==> config.mk <==
export PLATFORM = sky130hd
export DESIGN_NAME = ldpc_bitflip_codec
export DESIGN_NICKNAME = d
export VERILOG_FILES = /design/src/rtl/ldpc_pkg.sv /design/src/rtl/ldpc_syndrome_flip.sv /design/src/rtl/ldpc_bitflip_codec.sv
export SDC_FILE = /design/constraint.sdc
export NUM_CORES = 1
export LEC_CHECK = 0
export CORE_MARGIN = 2
export CORE_UTILIZATION = 50
export DETAILED_ROUTE_END_ITERATION = 12
export GPL_ROUTABILITY_DRIVEN = 0
export PLACE_DENSITY = 0.77
export RECOVER_POWER = 25
export SLEW_MARGIN = 10
export SYNTH_ARGS = -nofsm -noshare
export SYNTH_HDL_FRONTEND = slang
export SYNTH_SLANG_ARGS = --single-unit
==> constraint.sdc <==
create_clock -name clk -period 3.2 [get_ports clk]
set_clock_uncertainty 0.15 [all_clocks]
set_input_delay 0.48 -clock clk [delete_from_list [all_inputs] [get_ports clk]]
set_output_delay 0.48 -clock clk [all_outputs]
set_load 0.05 [all_outputs]
==> src/rtl/ldpc_pkg.sv <==
// ldpc_pkg: shared FSM/mode definitions and the quasi-cyclic row functions of the {0,1,3} LDPC code
package ldpc_pkg;
    typedef enum logic [1:0] {IDLE, ITER, DONE} state_t;
    localparam logic MODE_ENC = 1'b0;
    localparam logic MODE_DEC = 1'b1;
    localparam int TAP [3] = '{0, 1, 3};
    localparam int MAX_K = 256;
    localparam int IDX_W = $clog2(MAX_K);
    // callers zero-extend their K-bit vectors to MAX_K and pass K, so one function serves every width
    function automatic logic parity_bit(input logic [MAX_K-1:0] d, input int j, input int k);
        logic r;
        r = 1'b0;
        for (int t = 0; t < 3; t++) r ^= d[IDX_W'((j + TAP[t]) % k)];
        return r;
    endfunction
    function automatic logic syndrome_bit(input logic [MAX_K-1:0] d, input logic [MAX_K-1:0] p,
                                          input int j, input int k);
        return parity_bit(d, j, k) ^ p[IDX_W'(j)];
    endfunction
endpackage

==> src/rtl/ldpc_syndrome_flip.sv <==
// ldpc_syndrome_flip: combinational parity generation, syndrome and bit-flip mask
module ldpc_syndrome_flip import ldpc_pkg::*; #(
    parameter int K = 8
) (
    input  logic [K-1:0] data,
    input  logic [K-1:0] parity,
    output logic [K-1:0] gen_parity,
    output logic [K-1:0] syndrome,
    output logic [K-1:0] flip_data,
    output logic [K-1:0] flip_parity
);
    logic [K-1:0] maj;
    for (genvar j = 0; j < K; j++) begin : g_row
        logic a, b, c;
        assign gen_parity[j] = parity_bit(MAX_K'(data), j, K);
        assign syndrome[j]   = syndrome_bit(MAX_K'(data), MAX_K'(parity), j, K);
        // d_j sits in rows j, j-1, j-3; two or more unsatisfied marks it for flipping
        assign a = syndrome[(j + K - TAP[0]) % K];
        assign b = syndrome[(j + K - TAP[1]) % K];
        assign c = syndrome[(j + K - TAP[2]) % K];
        assign maj[j] = (a & b) | (a & c) | (b & c);
    end
    assign flip_data   = maj;
    assign flip_parity = |maj ? '0 : syndrome;
endmodule

==> src/rtl/ldpc_bitflip_codec.sv <==
// ldpc_bitflip_codec: systematic QC-LDPC encoder and iterative hard-decision bit-flip decoder
module ldpc_bitflip_codec import ldpc_pkg::*; #(
    parameter int DATA_WIDTH = 8,
    parameter int MAX_ITER   = 4
) (
    input  logic                              clk,
    input  logic                              rst_n,
    input  logic                              in_valid,
    output logic                              in_ready,
    input  logic                              in_mode,
    input  logic [2*DATA_WIDTH-1:0]           in_word,
    output logic                              out_valid,
    input  logic                              out_ready,
    output logic [2*DATA_WIDTH-1:0]           out_codeword,
    output logic [DATA_WIDTH-1:0]             out_data,
    output logic                              err_detected,
    output logic                              err_corrected,
    output logic                              uncorrectable,
    output logic [$clog2(MAX_ITER+1)-1:0]     iter_count
);
    localparam int K  = DATA_WIDTH;
    localparam int IW = $clog2(MAX_ITER + 1);
    state_t state, state_nx;
    logic [2*K-1:0] work, raw;
    logic [IW-1:0] iter;
    logic [K-1:0] gen_parity, syndrome, flip_data, flip_parity;
    logic syn_zero, iter_max;
    // the encoder borrows the checker while idle, the decoder uses it on the working word
    ldpc_syndrome_flip #(.K(K)) u_sf (
        .data(in_ready ? in_word[K-1:0] : work[2*K-1:K]),
        .parity(work[K-1:0]),
        .gen_parity(gen_parity),
        .syndrome(syndrome),
        .flip_data(flip_data),
        .flip_parity(flip_parity)
    );
    assign in_ready  = state == IDLE;
    assign out_valid = state == DONE;
    assign syn_zero  = ~|syndrome;
    assign iter_max  = iter == IW'(MAX_ITER);
    always_comb begin
        state_nx = state == IDLE ? (in_valid ? (in_mode == MODE_DEC ? ITER : DONE) : IDLE)
                 : state == ITER ? (syn_zero || iter_max ? DONE : ITER)
                 : out_ready ? IDLE : DONE;
    end
    always_ff @(posedge clk or negedge rst_n) begin
        if (!rst_n) begin
            state         <= IDLE;
            work          <= '0;
            raw           <= '0;
            iter          <= '0;
            out_codeword  <= '0;
            out_data      <= '0;
            err_detected  <= 1'b0;
            err_corrected <= 1'b0;
            uncorrectable <= 1'b0;
            iter_count    <= '0;
        end else begin
            state <= state_nx;
            if (in_valid && in_ready) begin
                work          <= in_word;
                raw           <= in_word;
                iter          <= '0;
                out_codeword  <= {in_word[K-1:0], gen_parity};
                out_data      <= in_word[K-1:0];
                err_detected  <= 1'b0;
                err_corrected <= 1'b0;
                uncorrectable <= 1'b0;
                iter_count    <= '0;
            end else if (state == ITER) begin
                if (syn_zero) begin
                    out_codeword  <= work;
                    out_data      <= work[2*K-1:K];
                    err_detected  <= iter != '0;
                    err_corrected <= iter != '0;
                    iter_count    <= iter;
                end else if (iter_max) begin
                    out_codeword  <= raw;
                    out_data      <= raw[2*K-1:K];
                    err_detected  <= 1'b1;
                    uncorrectable <= 1'b1;
                    iter_count    <= iter;
                end else begin
                    work <= work ^ {flip_data, flip_parity};
                    iter <= iter + 1'b1;
                end
            end
        end
    end
endmodule

==> summary.md, run 1 <==
| Metric | Value |
|---|---|
| CP Capture Type | `register` |
| Top FF cell, synth | `dfrtp_1` |
| GRT Overall Usage | `0.251` |
| Initial Util | `0.511` |
| Crit path launch type | `register` |
| Fin crit share | `0.987` |
| Max cap viols | `1` |
| I/O pins | `53` |
| Largest net degree at the start of global routing | `38` |
| Violated checks | `max-capacitance violations, max-slew violations` |
| Vias per inst | `5.45` |
| Final Max Slew Viols | `36` |
| Setup TNS | `0 ns` |
| Register area | `roughly 1500 µm²` |
| TritonRoute pass-1 iters | `4` |
| Antenna violations before repair | `0` |
| Area grow syn2layout | `31.2%` |
| EDFF count, synth | `0` |
| Largest cells by area after synthesis | `dfrtp_1 38%, xnor3_1 9.8%, mux2i_1 7.9%, nand2_1 6.6%, mux2_2 4.3%` |
| Sink Count | `59` |
| Post-route cell area | `5120 µm²` |
| Routed WL | `9960 µm` |
| Number of fill cells | `578` |
| Setup-failing EPs final | `0` |
| Share of layout cells above drive strength 1 | `0.263` |
| Core ar. | `7650 µm²` |
| Row cnt | `32` |
| CTS H-Tree Depth | `3` |
| Post-route DRC | `0` |
| Clock buffer depth | `2` |
| CTS root buf | `clkbuf_8` |
| Async S/R FF share, synth | `1.00` |
| Nets@finish | `504` |
| Clock-pin slew on the worst setup and hold paths | `0.06 ns` |
| Chip height | `92.4 µm` |
| Vias in the first global route | `3351` |
| Mapped Nets | `410` |
| Most common cell after layout, fill and taps aside | `nand2_1` |
| Die area | `8540 µm²` |
| Yosys top cell area share | `0.378` |
| Finished Layout Cells | `a little under 600` |
| Placed insts | `approximately 570` |
| DR vias | `3190` |
| Hold Path Origin | `raw[3]$_DFFE_PN0P_` |
| Post-synthesis sequential area ratio | `0.378` |
| Initial DRC count | `249` |
| Max-slew headroom | `-0.325` |
| Post-Syn Area | `3910 µm²` |
| Setup CP Type | `register to register` |
| Area after DPL | `between 4000 and 5000 µm²` |
| WP data required | `between 3 and 4 ns` |
| Synth area leader | `dfrtp_1` |
| Grt ovf | `0` |
| Die X | `slightly above 90 µm` |
| Buffers on Ports | `52` |
| Peak Freq | `317 MHz` |
| Distinct cells, synth | `53` |
| Slew @ Worst Pin | `1.99 ns` |
| Multi-input logic area | `2250 µm²` |
| Clk Latency, worst-skew pair | `0.35 ns` |
| HP Class | `register to register` |
| Cells after synthesis | `387` |
| Worst r2r src | `work[9]$_DFFE_PN0P_` |
| Synth warnings | `0` |
| Final Hold Viols | `0` |
| First-pass GRT wire length | `between 15000 and 20000 µm` |
| Commonest non-fill, non-tap cells in the layout | `69 x nand2_1, 61 x buf_4, 57 x dfrtp_1` |
| Synthesized flop and latch total | `~60` |
| CP max FO | `6` |
| Syn_area_per_cell | `10.1 µm²` |
| CTS tree | `yes` |
| Crit path DAT | `roughly 3.2 ns` |
| Avg WL per Cell | `approximately 17 µm` |
| Diode count | `0` |
| Dpl hpwl | `around 7400 µm` |
| CTS Buf Count | `9` |
| Unrepaired setup endpoints after global routing | `yes` |
| Routed Antenna Nets | `0` |
| Fin crit period | `3.16 ns` |
| CP startpoint | `work[9]$_DFFE_PN0P_` |
| Status | `finished with violations` |
## cells by family after synthesis
kind of cell             synth area share
AND/OR/NAND/NOR                     0.139
adder cells (fa/ha/maj)            0.0192
XOR/XNOR                            0.176
multiplexers                        0.126
flip-flops                          0.378
buffers and inverters              0.0637
AO/OA/AOI/OAI                      0.0983
## through the flow
step | hold slack (ns) | worst slack (ns) | util
finish | 0.327 | 0.0411 | 0.670
global route | 0.368 | -0.109 | 0.670
CTS | 0.0874 | 0.0108 | 0.666
detailed placement | 0.315 | -0.569 | 0.635
global placement | 0.309 | -0.507 | 0.635
floorplan | 0.0344 | -0.133 | -
## synthesized netlist by cell type, types with 3 or more instances
| library cell | number |
|---|---|
| clkbuf_1 | 13 |
| buf_2 | 11 |
| o21ai_0 | 22 |
| nand2_1 | 69 |
| dfrtp_1 | 59 |
| and2_1 | 3 |
| mux2_2 | 15 |
| maj3_1 | 5 |
| buf_4 | 9 |
| mux2i_1 | 31 |
| xor2_1 | 12 |
| nor2_1 | 23 |
| inv_1 | 11 |
| nand3_1 | 11 |
| a31o_2 | 3 |
| xnor3_1 | 17 |
| xnor2_1 | 10 |
| xor3_1 | 3 |
| a21oi_1 | 11 |
| o21ai_1 | 8 |
## area by class of cell
type,instances,area share
Inverter,11,0.00806
Clock inverter,2,0.00732
Tap cell,102,0.0249
Clock buffer,11,0.0295
Multi-Input combinational cell,281,0.440
Sequential cell,59,0.289
Timing Repair Buffer,119,0.202
## routing by layer
layer | vias up | track usage | routed length (µm)
li1 | 1493 | - | -
met3 | 20 | 0.0504 | 534
met2 | 90 | 0.407 | 4960
met5 | - | 0 | 0
met4 | 0 | 0.104 | 278
met1 | 1587 | 0.331 | 4190
## worst max-delay path: stages (launching register included)
cell and delay [ns]:
dfrtp_1 0.55, xnor3_1 0.46, mux2i_1 0.25, xor2_1 0.34
nor2_2 0.10, a211o_1 0.38, nor4_4 0.30, buf_4 0.21
mux2i_1 0.21, o21ai_1 0.08
## final timing paths
path                                                to  slack [ns]  cells past startpoint
setup / recovery                              register        0.04                      9
hold / removal                      raw[3]$_DFFE_PN0P_        0.33                      2
setup reg to reg                              register        0.04                      9
hold reg to reg                     raw[3]$_DFFE_PN0P_        0.33                      2
max in group asynchronous  out_codeword[0]$_DFFE_PN0P_        0.92                      2
min in group asynchronous    iter_count[0]$_DFFE_PN0P_        0.53                      1
## repair_timing
| action | in CTS | in global routing |
|---|---|---|
| setup endpoints to repair | 29 | 23 |
| gates resized for setup | 18 | 10 |
| gates cloned | 0 | 0 |
| pin swaps | 8 | 4 |
| hold buffers | 0 | 0 |
| hold endpoints to repair | 0 | 0 |
| buffers inserted | 5 | 3 |
Power of run 1 is not shown: default switching activity piles up to over one toggle a cycle in this logic, so the estimate is an artifact.
==> run 2: changes to the inputs <==
--- a/config.mk
+++ b/config.mk
@@ -5,6 +5,7 @@
 export SDC_FILE = /design/constraint.sdc
 export NUM_CORES = 1
 export LEC_CHECK = 0
+export CAP_MARGIN = 30
 export CORE_MARGIN = 2
 export CORE_UTILIZATION = 50
 export DETAILED_ROUTE_END_ITERATION = 12
==> results of run 2 <==
Same layout as run 1: the final DEF is identical, and so are final timing and power.
Power of run 2 is left out for the same reason.
==> run 3: changes to the inputs <==
--- a/config.mk
+++ b/config.mk
@@ -5,14 +5,15 @@
 export SDC_FILE = /design/constraint.sdc
 export NUM_CORES = 1
 export LEC_CHECK = 0
-export CAP_MARGIN = 30
+export CAP_MARGIN = 40
 export CORE_MARGIN = 2
 export CORE_UTILIZATION = 50
 export DETAILED_ROUTE_END_ITERATION = 12
 export GPL_ROUTABILITY_DRIVEN = 0
+export MAX_ROUTING_LAYER = met4
 export PLACE_DENSITY = 0.77
 export RECOVER_POWER = 25
-export SLEW_MARGIN = 10
+export SLEW_MARGIN = 20
 export SYNTH_ARGS = -nofsm -noshare
 export SYNTH_HDL_FRONTEND = slang
 export SYNTH_SLANG_ARGS = --single-unit
==> run 3 against run 2 <==
The flow now finishes without violations. Register-to-register slack barely moved. Count of clock-buffer cells in the layout did not move. Final cell count rose by 0.34%. Hold slack improved by 0.00066 ns. Die area did not move. Non-clock buffer count rose by 2. Routed wire length rose by 1.4%. Utilization rose by 0.25 points. Worst setup slack got worse by 0.0087 ns. Critical path type unchanged.
==> summary.md, run 3 (synthesis gave the netlist of run 1 again) <==
| Metric | Value |
|---|---|
| Final Hold Viols | `0 (unchanged)` |
| CP max FO | `6 (unchanged)` |
| Placed insts | `565 (unchanged)` |
| Sink Count | `59 (unchanged)` |
| Setup Slack @ Placement | `-0.569 ns (unchanged)` |
| Routed Antenna Nets | `0 (unchanged)` |
| Buffers on Ports | `52 (unchanged)` |
| I/O pins | `53 (unchanged)` |
| HP Class | `register to register (unchanged)` |
| Grt ovf | `0 (unchanged)` |
| Max-slew headroom | `0.0172 (was -0.325)` |
| First-pass GRT wire length | `16300 µm (was 16400 µm)` |
| PnR worst setup slack | `0.0324 ns (was 0.0411 ns)` |
| CTS tree | `yes (unchanged)` |
| Vias per inst | `5.47 (was 5.45)` |
| WP data required | `3.28 ns (about the same)` |
| Crit path launch type | `register (unchanged)` |
| GRT Overall Usage | `0.258 (was 0.251)` |
| Utilization after layout | `0.673 (was 0.670)` |
| Nets@finish | `506 (was 504)` |
| Area grow syn2layout | `31.6% (was 31.2%)` |
| Clock-pin slew on the worst setup and hold paths | `0.06 ns (about the same)` |
| Share of layout cells above drive strength 1 | `0.260 (was 0.263)` |
| Setup CP Type | `register to register (unchanged)` |
| Number of fill cells | `577 (was 578)` |
| Fin crit share | `0.990 (was 0.987)` |
| Initial DRC count | `220 (was 249)` |
| Diode count | `0 (unchanged)` |
| Die area | `8540 µm² (unchanged)` |
| CTS H-Tree Depth | `3 (unchanged)` |
| CTS root buf | `clkbuf_8 (unchanged)` |
| Clk Latency, worst-skew pair | `0.35 ns (about the same)` |
| Vias in the first global route | `3339 (was 3351)` |
| Worst hold slack | `0.327 ns (about the same)` |
| Antenna violations before repair | `0 (unchanged)` |
| Final Max Slew Viols | `0 (was 36)` |
| Fin crit period | `3.17 ns (was 3.16 ns)` |
| Setup-failing EPs final | `0 (unchanged)` |
| Finished Layout Cells | `587 (was 585)` |
| Status | `completed (was finished with violations)` |
| Slew @ Worst Pin | `1.47 ns (was 1.99 ns)` |
| Clock buffer depth | `2 (unchanged)` |
| Max cap viols | `0 (was 1)` |
| Avg WL per Cell | `17.2 µm (was 17.0 µm)` |
| Chip height | `92.4 µm (unchanged)` |
| Unrepaired setup endpoints after global routing | `yes (unchanged)` |
| Most common cell after layout, fill and taps aside | `nand2_1 (unchanged)` |
| Die X | `92.4 µm (unchanged)` |
| Core ar. | `7650 µm² (unchanged)` |
| Peak Freq | `316 MHz (was 317 MHz)` |
| Dpl hpwl | `7400 µm (unchanged)` |
| Initial Util | `0.511 (unchanged)` |
| DR vias | `3213 (was 3190)` |
| TritonRoute pass-1 iters | `5 (was 4)` |
| Crit path DAT | `3.24 ns (about the same)` |
| Row cnt | `32 (unchanged)` |
| Largest net degree at the start of global routing | `38 (unchanged)` |
| Post-route DRC | `0 (unchanged)` |
| Routed WL | `10100 µm (was 9960 µm)` |
| CP Capture Type | `register (unchanged)` |
| Commonest non-fill, non-tap cells in the layout | `69 x nand2_1, 61 x buf_4, 57 x dfrtp_1 (unchanged)` |
| CTS Buf Count | `9 (unchanged)` |
run 3: routing by layer:
metal	vias to the layer above	track usage	wire, µm
met3	19	0.0496	507
met2	93	0.408	5010
met4	0	0.104	259
met5	-	-	0
met1	1605	0.330	4320
li1	1496	-	-
run 3: critical path, cell delays in order, from the launching register on:
cell,delay (ns)
dfrtp_1,0.55
xnor3_1,0.46
mux2i_1,0.25
xor2_1,0.34
nor2_2,0.10
a211o_1,0.38
nor4_4,0.31
buf_4,0.21
mux2i_1,0.21
o21ai_1,0.09
run 3: metrics by stage:
| stage | cell area [µm²] | setup TNS (ns) |
|---|---|---|
| after global routing | 5140 | -0.669 |
| after detailed placement | 4860 | -16.05 |
| after floorplan | 3950 | -0.927 |
| final | 5140 | 0 |
| after global placement | 4860 | -14.22 |
| after CTS | 5100 | 0 |
run 3: area by class of cell:
cell class,count,area (µm²),share of cell area
Multi-Input combinational cell,281,2250,0.438
Sequential cell,59,1480,0.288
Timing Repair Buffer,121,1050,0.205
Clock buffer,11,151,0.0294
Tap cell,102,128,0.0248
Inverter,11,41.3,0.00803
Clock inverter,2,37.5,0.00730
run 3: what timing repair did:
action | 4_1_cts | 5_1_grt
hold endpoints to repair | 0 | 9
hold buffers | 0 | 1
endpoints found under the setup margin | 29 | 24
pin swaps | 8 | 4
resized for setup | 18 | 9
setup buffers | 5 | 3
run 3: worst paths after layout:
check	slack [ns]	from	endpoint	depth (start not counted)
worst max-delay path	0.03	work[9]$_DFFE_PN0P_	register	9
worst min-delay path	0.33	raw[3]$_DFFE_PN0P_	raw[3]$_DFFE_PN0P_	2
worst max register to register	0.03	work[9]$_DFFE_PN0P_	register	9
worst min register to register	0.33	raw[3]$_DFFE_PN0P_	raw[3]$_DFFE_PN0P_	2
max in group asynchronous	0.55	rst_n	work[14]$_DFFE_PN0P_	3
min in group asynchronous	0.50	rst_n	work[8]$_DFFE_PN0P_	2
Power of run 3 is left out for the same reason.
